[src/rtl/hazard_unit_pkg.sv]
`default_nettype none
// ============================================================================
// Module   : hazard_unit_pkg
// Purpose  : Shared types and helpers for the decode hazard unit. It holds the
//            scoreboard entry layout, the bubble constant, the regfile
//            forwarding code and the readiness / liveness helpers.
// Contents : hz_entry_t, HZ_BUBBLE, FWD_REGFILE, fwd_ready(), hz_live()
// Revision : 1.0 - initial release
// ============================================================================
package hazard_unit_pkg;

  // Scoreboard rd field width. The top zero-extends register addresses into
  // this field, so REG_ADDR_W may be at most HZ_RD_W.
  localparam int HZ_RD_W = 8;

  // Forwarding select value meaning "read the register file".
  localparam int FWD_REGFILE = 0;

  typedef struct packed {
    logic               valid;
    logic               wr_en;
    logic               is_load;
    logic               is_mc;
    logic [HZ_RD_W-1:0] rd;
  } hz_entry_t;

  localparam hz_entry_t HZ_BUBBLE = '0;

  // A stage's output carries a usable result: ALU results are available from
  // stage 1 onward, load data only from load_ready_stage onward.
  function automatic logic fwd_ready(input int stage_idx, input logic is_load,
                                     input int load_ready_stage);
    if (is_load) begin
      return (stage_idx >= load_ready_stage);
    end
    return (stage_idx >= 1);
  endfunction

  // Entry that will really write a register; x0 writes are architecturally void.
  function automatic logic hz_live(input hz_entry_t e);
    return e.valid & e.wr_en & (e.rd != '0);
  endfunction

endpackage : hazard_unit_pkg
`default_nettype wire

[src/rtl/hazard_unit_operand_match.sv]
`default_nettype none
// ============================================================================
// Module   : hz_operand_match
// Purpose  : Priority matcher for one decode source operand against the
//            scoreboard. The youngest (lowest-index) live producer of the
//            register wins.
// Ports    : sb_i        - scoreboard entries, index 0 = X stage
//            rs_i        - source register address (scoreboard width)
//            used_i      - instruction actually reads this operand
//            sel_o       - forwarding select (0 = regfile, k = stage k-1 out)
//            not_ready_o - matching producer cannot supply the value yet
// Revision : 1.0 - initial release
// ============================================================================
module hz_operand_match
  import hazard_unit_pkg::*;
#(
  parameter int NUM_STAGES       = 3,
  parameter int FWD_EN           = 1,
  parameter int LOAD_READY_STAGE = 2,
  parameter int SEL_W            = 2
) (
  input  hz_entry_t          sb_i [NUM_STAGES],
  input  logic [HZ_RD_W-1:0] rs_i,
  input  logic               used_i,
  output logic [SEL_W-1:0]   sel_o,
  output logic               not_ready_o
);

  // Walk from the oldest stage to the youngest so the youngest match is the
  // last assignment and therefore wins.
  always_comb begin
    sel_o       = SEL_W'(FWD_REGFILE);
    not_ready_o = 1'b0;
    for (int i = NUM_STAGES - 1; i >= 0; i--) begin
      if (used_i && hz_live(sb_i[i]) && (sb_i[i].rd == rs_i)) begin
        if (FWD_EN == 0) begin
          // No bypass network: any in-flight writer forces a wait.
          sel_o       = SEL_W'(FWD_REGFILE);
          not_ready_o = 1'b1;
        end else if (fwd_ready(i, sb_i[i].is_load, LOAD_READY_STAGE)) begin
          sel_o       = SEL_W'(i + 1);
          not_ready_o = 1'b0;
        end else begin
          sel_o       = SEL_W'(FWD_REGFILE);
          not_ready_o = 1'b1;
        end
      end
    end
  end

endmodule : hz_operand_match
`default_nettype wire

[src/rtl/hazard_unit.sv]
`default_nettype none
// ============================================================================
// Module   : hazard_unit
// Purpose  : Decode-stage hazard unit for the in-order RV32I pipeline.
//            Tracks destinations of NUM_STAGES post-decode stages, produces
//            per-operand forwarding selects, stalls on not-ready RAW hazards
//            and multicycle X occupancy, and applies branch/jump flushes.
// Ports    : clk_i, rst_n_i             - clock, synchronous active-low reset
//            d_*_i                      - decode instruction descriptor
//            flush_i                    - redirect resolved this cycle
//            stall_o / incr_pc_o        - hold PC and D / advance PC
//            x_bubble_o                 - valid D op replaced by a bubble in X
//            mc_busy_o                  - multicycle countdown active
//            fwd1_sel_o / fwd2_sel_o    - operand sources
//            w_rd_o / w_wr_en_o         - last-stage register write
// Revision : 1.0 - initial release
// ============================================================================
module hazard_unit
  import hazard_unit_pkg::*;
#(
  parameter int NUM_STAGES       = 3,
  parameter int FWD_EN           = 1,
  parameter int LOAD_READY_STAGE = 2,
  parameter int MC_CYCLES        = 4,
  parameter int REG_ADDR_W       = 5,
  localparam int SEL_W           = $clog2(NUM_STAGES + 1)
) (
  input  logic                  clk_i,
  input  logic                  rst_n_i,
  input  logic                  d_valid_i,
  input  logic [REG_ADDR_W-1:0] d_rs1_i,
  input  logic                  d_rs1_used_i,
  input  logic [REG_ADDR_W-1:0] d_rs2_i,
  input  logic                  d_rs2_used_i,
  input  logic [REG_ADDR_W-1:0] d_rd_i,
  input  logic                  d_wr_en_i,
  input  logic                  d_is_load_i,
  input  logic                  d_is_mc_i,
  input  logic                  flush_i,
  output logic                  stall_o,
  output logic                  incr_pc_o,
  output logic                  x_bubble_o,
  output logic                  mc_busy_o,
  output logic [SEL_W-1:0]      fwd1_sel_o,
  output logic [SEL_W-1:0]      fwd2_sel_o,
  output logic [REG_ADDR_W-1:0] w_rd_o,
  output logic                  w_wr_en_o
);

  localparam int                CNT_W   = $clog2(MC_CYCLES + 1);
  localparam logic [CNT_W-1:0]  MC_LOAD = CNT_W'(MC_CYCLES - 1);

  hz_entry_t          sb_q [NUM_STAGES];
  hz_entry_t          sb_d [NUM_STAGES];
  logic [CNT_W-1:0]   mc_cnt_q;
  logic [CNT_W-1:0]   mc_cnt_d;

  hz_entry_t          d_entry;
  logic [HZ_RD_W-1:0] rs1_ext;
  logic [HZ_RD_W-1:0] rs2_ext;
  logic               rs1_not_ready;
  logic               rs2_not_ready;
  logic               mc_busy;
  logic               mc_hold;
  logic               load_d;

  assign rs1_ext = HZ_RD_W'(d_rs1_i);
  assign rs2_ext = HZ_RD_W'(d_rs2_i);

  hz_operand_match #(
    .NUM_STAGES       (NUM_STAGES),
    .FWD_EN           (FWD_EN),
    .LOAD_READY_STAGE (LOAD_READY_STAGE),
    .SEL_W            (SEL_W)
  ) u_match_rs1 (
    .sb_i        (sb_q),
    .rs_i        (rs1_ext),
    .used_i      (d_rs1_used_i),
    .sel_o       (fwd1_sel_o),
    .not_ready_o (rs1_not_ready)
  );

  hz_operand_match #(
    .NUM_STAGES       (NUM_STAGES),
    .FWD_EN           (FWD_EN),
    .LOAD_READY_STAGE (LOAD_READY_STAGE),
    .SEL_W            (SEL_W)
  ) u_match_rs2 (
    .sb_i        (sb_q),
    .rs_i        (rs2_ext),
    .used_i      (d_rs2_used_i),
    .sel_o       (fwd2_sel_o),
    .not_ready_o (rs2_not_ready)
  );

  // Control. The countdown is loaded on the edge that moves a multicycle op
  // into X, so the op occupies X for exactly MC_CYCLES cycles and mc_busy_o
  // covers the MC_CYCLES-1 cycles during which D must wait behind it.
  always_comb begin
    mc_busy    = (mc_cnt_q != '0);
    stall_o    = d_valid_i & (rs1_not_ready | rs2_not_ready | mc_busy) & ~flush_i;
    incr_pc_o  = ~stall_o;
    mc_hold    = mc_busy & ~flush_i;
    load_d     = d_valid_i & ~stall_o & ~flush_i;
    // A valid D op is dropped/held back and X receives a bubble in its place;
    // during a multicycle hold X keeps its op, so no bubble is reported.
    x_bubble_o = d_valid_i & ~load_d & ~mc_hold;
    mc_busy_o  = mc_busy;
  end

  // Decode descriptor as it would enter the scoreboard.
  always_comb begin
    d_entry         = HZ_BUBBLE;
    d_entry.valid   = d_valid_i;
    d_entry.wr_en   = d_wr_en_i;
    d_entry.is_load = d_is_load_i;
    d_entry.is_mc   = d_is_mc_i;
    d_entry.rd      = HZ_RD_W'(d_rd_i);
  end

  // Scoreboard shift. While X is held, stage 1 is fed bubbles and the older
  // stages keep draining.
  always_comb begin
    for (int i = 0; i < NUM_STAGES; i++) begin
      sb_d[i] = HZ_BUBBLE;
    end
    if (mc_hold) begin
      sb_d[0] = sb_q[0];
      sb_d[1] = HZ_BUBBLE;
    end else begin
      sb_d[0] = load_d ? d_entry : HZ_BUBBLE;
      sb_d[1] = sb_q[0];
    end
    for (int i = 2; i < NUM_STAGES; i++) begin
      sb_d[i] = sb_q[i-1];
    end
  end

  // Multicycle countdown; a flush aborts it.
  always_comb begin
    mc_cnt_d = '0;
    if (flush_i) begin
      mc_cnt_d = '0;
    end else if (mc_busy) begin
      mc_cnt_d = mc_cnt_q - CNT_W'(1);
    end else if (load_d && d_is_mc_i) begin
      mc_cnt_d = MC_LOAD;
    end
  end

  always_ff @(posedge clk_i) begin
    if (!rst_n_i) begin
      for (int i = 0; i < NUM_STAGES; i++) begin
        sb_q[i] <= HZ_BUBBLE;
      end
      mc_cnt_q <= '0;
    end else begin
      for (int i = 0; i < NUM_STAGES; i++) begin
        sb_q[i] <= sb_d[i];
      end
      mc_cnt_q <= mc_cnt_d;
    end
  end

  // Register-file write port view of the last stage.
  always_comb begin
    w_wr_en_o = hz_live(sb_q[NUM_STAGES-1]);
    w_rd_o    = '0;
    if (w_wr_en_o) begin
      w_rd_o = sb_q[NUM_STAGES-1].rd[REG_ADDR_W-1:0];
    end
  end

endmodule : hazard_unit
`default_nettype wire

[config.mk]
export PLATFORM = sky130hd
export DESIGN_NAME = hazard_unit
export DESIGN_NICKNAME = d
export VERILOG_FILES = /design/src/rtl/hazard_unit_pkg.sv /design/src/rtl/hazard_unit_operand_match.sv /design/src/rtl/hazard_unit.sv
export SDC_FILE = /design/constraint.sdc
export NUM_CORES = 1
export LEC_CHECK = 0
export ABC_CLOCK_PERIOD_IN_PS = 2400
export CAP_MARGIN = 0
export CORE_ASPECT_RATIO = 1.75
export CORE_MARGIN = 2
export CORE_UTILIZATION = 30
export DETAILED_ROUTE_END_ITERATION = 8
export REMOVE_ABC_BUFFERS = 1
export SYNTH_ARGS = -nofsm -noshare
export SYNTH_HDL_FRONTEND = slang
export SYNTH_SLANG_ARGS = --single-unit
[constraint.sdc]
create_clock -name clk_i -period 2.4 [get_ports clk_i]
set_input_delay 0.48 -clock clk_i [delete_from_list [all_inputs] [get_ports clk_i]]
set_output_delay 0.48 -clock clk_i [all_outputs]
set_load 0.01 [all_outputs]
* After elaboration in Yosys (flattened, before gate mapping)
Index checks and enable logic that the tools add are counted.
** Cells by class
- $add $sub $neg :: 1
- Equality and inequality tests :: 6
- Muxes and demuxes :: 52
- Bitwise logic cells :: 20
- Reduce and logical (&&, ||, !) cells :: 19
** Operators by type and width (number)
- == test 8 x 5 -> 1 bit :: 6
- two-way mux 1 bit :: 38
- nonzero test 8 bit :: 3
- two-way mux 2 bit :: 11
- bitwise AND 1 bit :: 13
- logical AND 1 bit :: 13
- two-way mux 12 bit :: 1
- two-way mux 5 bit :: 1
- inverter 1 bit :: 5
- OR reduction 2 bit :: 2
- two-way mux 3 bit :: 1
- nonzero test 3 bit :: 1
- subtractor 3 x 1 -> 3 bit, second input constant :: 1
- bitwise OR 1 bit :: 2
** Word-level totals
- Flip-flop bits (word level) :: 36
- Input port bits :: 24
- Output and inout bits :: 14
- Logic and storage cells :: 111

* Logic depth before layout (Yosys ltp)
- Depth after elaboration :: 21
- Depth in mapped cells :: 7
- Gate-level depth less buffers :: 6

* Modules after synthesis
A second synthesis with hierarchy kept.
** Second synthesis, totals
- Cell total of the unflattened synthesis :: 191
- Area total of the unflattened synthesis :: 1800.5 µm²
** Modules (own cells, without submodules)
- hazard_unit :: times used 1, cells an instance 91, area each 1032.2 µm², sequential area each 600.6 µm²
- hz_operand_match :: times used 2, cells an instance 50, area each 384.1 µm², sequential area each 0.0 µm²

* Worst setup path after synthesis
OpenSTA, ideal clock, no wires.
- Kind :: register to output
- From :: register sb_q, in the netlist sb_d[1]
- To :: output incr_pc_o
- Arrival :: 1.588 ns
- Required time :: 1.920 ns
- Path slack :: 0.332 ns
- Stages on the path, launching flop included :: 5
- Buffers on the path :: 0
- Cells stage by stage :: dfxtp_1 or3_1 o311a_4 o211a_4 o311ai_1
** On the way
- Longest elaborated chain between the ends :: 11
- Elaborated cells between the ends (all ways) :: 17
- Those cells by class :: eq/ne (2); mux (4); bitwise (6); reduce/logical (5)
** Ends and longest elaborated chain
- from (decl) :: line hazard_unit.sv:53 : hz_entry_t sb_q [NUM_STAGES];
- from (signal, indexed assignment) :: line hazard_unit.sv:159 : sb_q[i] <= sb_d[i];
- nonzero test 8 bit :: line hazard_unit_pkg.sv:41 : return e.valid & e.wr_en & (e.rd != '0);
- bitwise AND 1 bit :: line hazard_unit_pkg.sv:41
- logical AND 1 bit (2 in series) :: line hazard_unit_operand_match.sv:35 : if (used_i && hz_live(sb_i[i]) && (sb_i[i].rd == rs_i)) begin
- two-way mux 1 bit (2 in series) :: line hazard_unit_operand_match.sv:35
- bitwise OR 1 bit * (2 in series) :: line hazard_unit.sv:101 : stall_o = d_valid_i & (rs1_not_ready | rs2_not_ready | mc_busy) & ~flush_i;
- bitwise AND 1 bit * (2 in series) :: line hazard_unit.sv:101
- inverter 1 bit * :: line hazard_unit.sv:102 : incr_pc_o = ~stall_o;
- to (decl) :: line hazard_unit.sv:41 : output logic incr_pc_o,
Mark *: on every way between the ends. The rest lies on a longest branch, timed or not.

* Worst setup path after layout
- From :: register sb_q[25] (netlist bit)
- To :: output stall_o
** On the way
- Longest elaborated chain between the ends :: 9
- Elaborated cells between the ends (all ways) :: 14
- Those cells by class :: eq/ne (2); mux (2); bitwise (5); reduce/logical (5)
** Ends and longest elaborated chain
- nonzero test 8 bit :: line hazard_unit_pkg.sv:41
- bitwise AND 1 bit :: line hazard_unit_pkg.sv:41
- logical AND 1 bit (2 in series) :: line hazard_unit_operand_match.sv:35
- two-way mux 1 bit :: line hazard_unit_operand_match.sv:35
- bitwise OR 1 bit * (2 in series) :: line hazard_unit.sv:101
- bitwise AND 1 bit * (2 in series) :: line hazard_unit.sv:101
- to (decl) :: line hazard_unit.sv:40 : output logic stall_o,
Marked as above.

==> flow_metrics.env <==
export IMPL_status="finished with violations"
export IMPL_violations="setup timing"
export IMPL_hold_path_class="register to register"
export IMPL_fin_setup_tns_ns=-0.281
export IMPL_max_slew_margin_pct=81.7
export IMPL_die_width_um=57.9
export IMPL_cp_data_required_time_ns=1.92
export IMPL_worstReg2RegStart="sb_q[25]$_SDFFE_PN0N_"
export IMPL_cts_sinks=26
export IMPL_die_area_um2=5700
export IMPL_mostFrequentLayoutCells="35 x buf_4, 20 x xor2_1, 19 x clkdlybuf4s50_1"
export IMPL_synth_cell_type_count=35
export IMPL_synth_area_um2=1530
export IMPL_dr_pass1_iters=4
export IMPL_nets=259
export IMPL_skew_ns=0.00143
export IMPL_synth_area_leaders="dfxtp_1 34%, xor2_1 14%, o41ai_2 9.6%"
export IMPL_wl_per_cell_um=15.2
export IMPL_vias_per_cell=4.94
export IMPL_syn_inst=153
export IMPL_synth_area_leader_cell="dfxtp_1"
export IMPL_grt_max_degree=16
export IMPL_multi_input_area_um2=1000
export IMPL_initial_core_util_pct=31.0
export IMPL_insertion_delay_ns=0.26
export IMPL_clock_root_buffer="clkbuf_8"
export IMPL_rsz0062_at_grt="yes"
export IMPL_ir_drop_mv=0.252
export IMPL_io_buffer_count=37
export IMPL_cp_start_kind="register"
export IMPL_fillCellCount=483
export IMPL_hold_end="sb_q[33]$_SDFFE_PN0N_"
export IMPL_hold_viol=0
export IMPL_io_pins=38
export IMPL_finalCritPeriodShare_pct=104
export IMPL_cts_inserted_buffers=3
export IMPL_crit_type="register to output pin"
export IMPL_routed_wirelength_um=4330
export IMPL_ys_warn_count=0
export IMPL_core_region_area_um2=4930
export IMPL_drive_gt1_share_pct=41.6
export IMPL_cp_max_fo=4
export IMPL_n_antenna_cell=0
export IMPL_cts_tree="done"
export IMPL_grt_pass1_vias=1497
export IMPL_vias=1407
export IMPL_grt_usage_pct=16.0
export IMPL_gr_total_overflow=0
export IMPL_period_minus_slack_ns=2.50
export IMPL_leakage_uw=0.00119
export IMPL_drtIter0Drc=46
export IMPL_pre_cts_ws_ns=-0.780
export IMPL_worst_r2r_path_depth=6
export IMPL_fmax_mhz=399
export IMPL_place_hpwl_um=3300
export IMPL_cp_arrival_ns=2.02
export IMPL_num_rows=34
export IMPL_p_per_area_nw_per_um2=382
export IMPL_hold_depth=2
export IMPL_drv_cap=0
export IMPL_grt_pass1_wl_um=6870
export IMPL_worstReg2RegEnd="sb_q[33]$_SDFFE_PN0N_"
export IMPL_min_delay_start="sb_q[33]$_SDFFE_PN0N_"
export IMPL_ys_ff_latch=26
export IMPL_avgSynthCellArea_um2=9.99
export IMPL_yosys_area_top_type_share_pct=34.1
export IMPL_final_common_cell="buf_4"
export IMPL_antenna_found_initial=0
export IMPL_regArea_um2=536
export IMPL_globalplace_congestion=0.911
export IMPL_htreeDepth=1
export IMPL_drc_errors=0
export IMPL_worst_slack_ns=-0.104
export IMPL_cts_hold_buf=0
export IMPL_finalSetupViolCount=4
export IMPL_critPathCaptureType="output pin"
export IMPL_r2r_slack_ns=0.51
export IMPL_die_y_um=98.4
export IMPL_worst_pin_slew_ns=0.274
export IMPL_clk_pin_slew_ns=0.08
export IMPL_postRouteAntennaNets=0
export IMPL_slew_violations=0
export IMPL_area_delta_synth_final_pct=54.3
export IMPL_cts_max_path_buffers=2
export IMPL_ys_seq_area_share_pct=34.1
## state kept, by name, summed over array words and instances, names as in the netlist
name      count
mc_cnt_q      3
sb_d          8
sb_q         15
## worst max path at each step
stage | start | endpoint | slack (ns) | depth (start not counted)
final | sb_q[25]$_SDFFE_PN0N_ | stall_o | -0.10 | 6
after global routing | sb_q[25]$_SDFFE_PN0N_ | stall_o | -0.19 | 6
after CTS | sb_q[25]$_SDFFE_PN0N_ | stall_o | -0.15 | 6
after detailed placement | d_rs1_i[3] | fwd1_sel_o[1] | -0.78 | 8
after global placement | d_rs1_i[3] | incr_pc_o | -0.81 | 7
after floorplan | sb_q[28]$_SDFFE_PN0N_ | incr_pc_o | 0.20 | 5
## final cells by class
cell class,count,area share (%)
clock buffers,3,1.75
inverters,12,1.91
repair buffers,79,28.2
flip-flops and latches,26,22.7
well taps,54,2.87
multi-input cells,111,42.6
## critical path, stage by stage, from the launching register on
cell,delay (ns)
dfxtp_2,0.33
or3_4,0.38
o311a_1,0.33
nand4_1,0.15
nand2_2,0.13
o311a_1,0.31
buf_2,0.14
## cells in the mapped netlist, drive strengths merged
cell type / instances
a211o: 2
a21boi: 2
and2: 8
and2b: 1
and3: 16
buf: 2
clkbuf: 2
dfxtp: 26
ha: 2
inv: 12
nand2: 13
nand2b: 1
nand3: 2
nand4: 2
nand4b: 1
nor2b: 3
nor4: 6
o211a: 1
o211ai: 1
o311a: 4
o311ai: 1
o31ai: 1
o41ai: 9
or2b: 1
or3: 2
or4: 1
xnor2: 6
xor2: 25
## what timing repair did
| action | in CTS | in global routing |
|---|---|---|
| resized for setup | 63 | 25 |
| endpoints found under the setup margin | 8 | 8 |
| pin swaps | 19 | 10 |
| buffers inserted | 15 | 3 |
## through the flow
step                      cells  power, uW  utilization, %  instance area (um^2)  hold WS, ns
after floorplan             149        545               -                  1480        0.417
after global routing        285        949            47.8                  2360        0.489
final                       285        901            47.8                  2360        0.472
after detailed placement    275        659            44.3                  2180        0.445
after global placement      275        659            44.3                  2180        0.438
after CTS                   282        896            45.8                  2260        0.468
## metal layers
metal | global-route usage (%) | vias to the layer above | wire length (um) | share of wire (%)
met5 | 0 | - | 0 | 0
met4 | 10.6 | 0 | 231 | 5.3
met3 | 1.72 | 14 | 115 | 2.7
met2 | 30.5 | 35 | 2520 | 58
met1 | 15.0 | 663 | 1460 | 34
li1 | - | 695 | - | -
## kinds of logic after synthesis
logic type	after synthesis	synth area share (%)
adders and majority gates	2	1.64
DFF	26	34.1
xor gates and xnor gates	31	17.8
buffers and inverters	16	5.81
and+or+nand+nor	57	22.4
AOI/OAI and AO/OA	21	18.3
## where the power goes
group          switching (uW)  internal, uW  leakage, uW
Sequential               11.5           445     0.000215
Clock                     130           112    0.0000216
Combinational            91.5           111     0.000951
Total                     233           668      0.00119
Power figures use the tool's default switching activity.
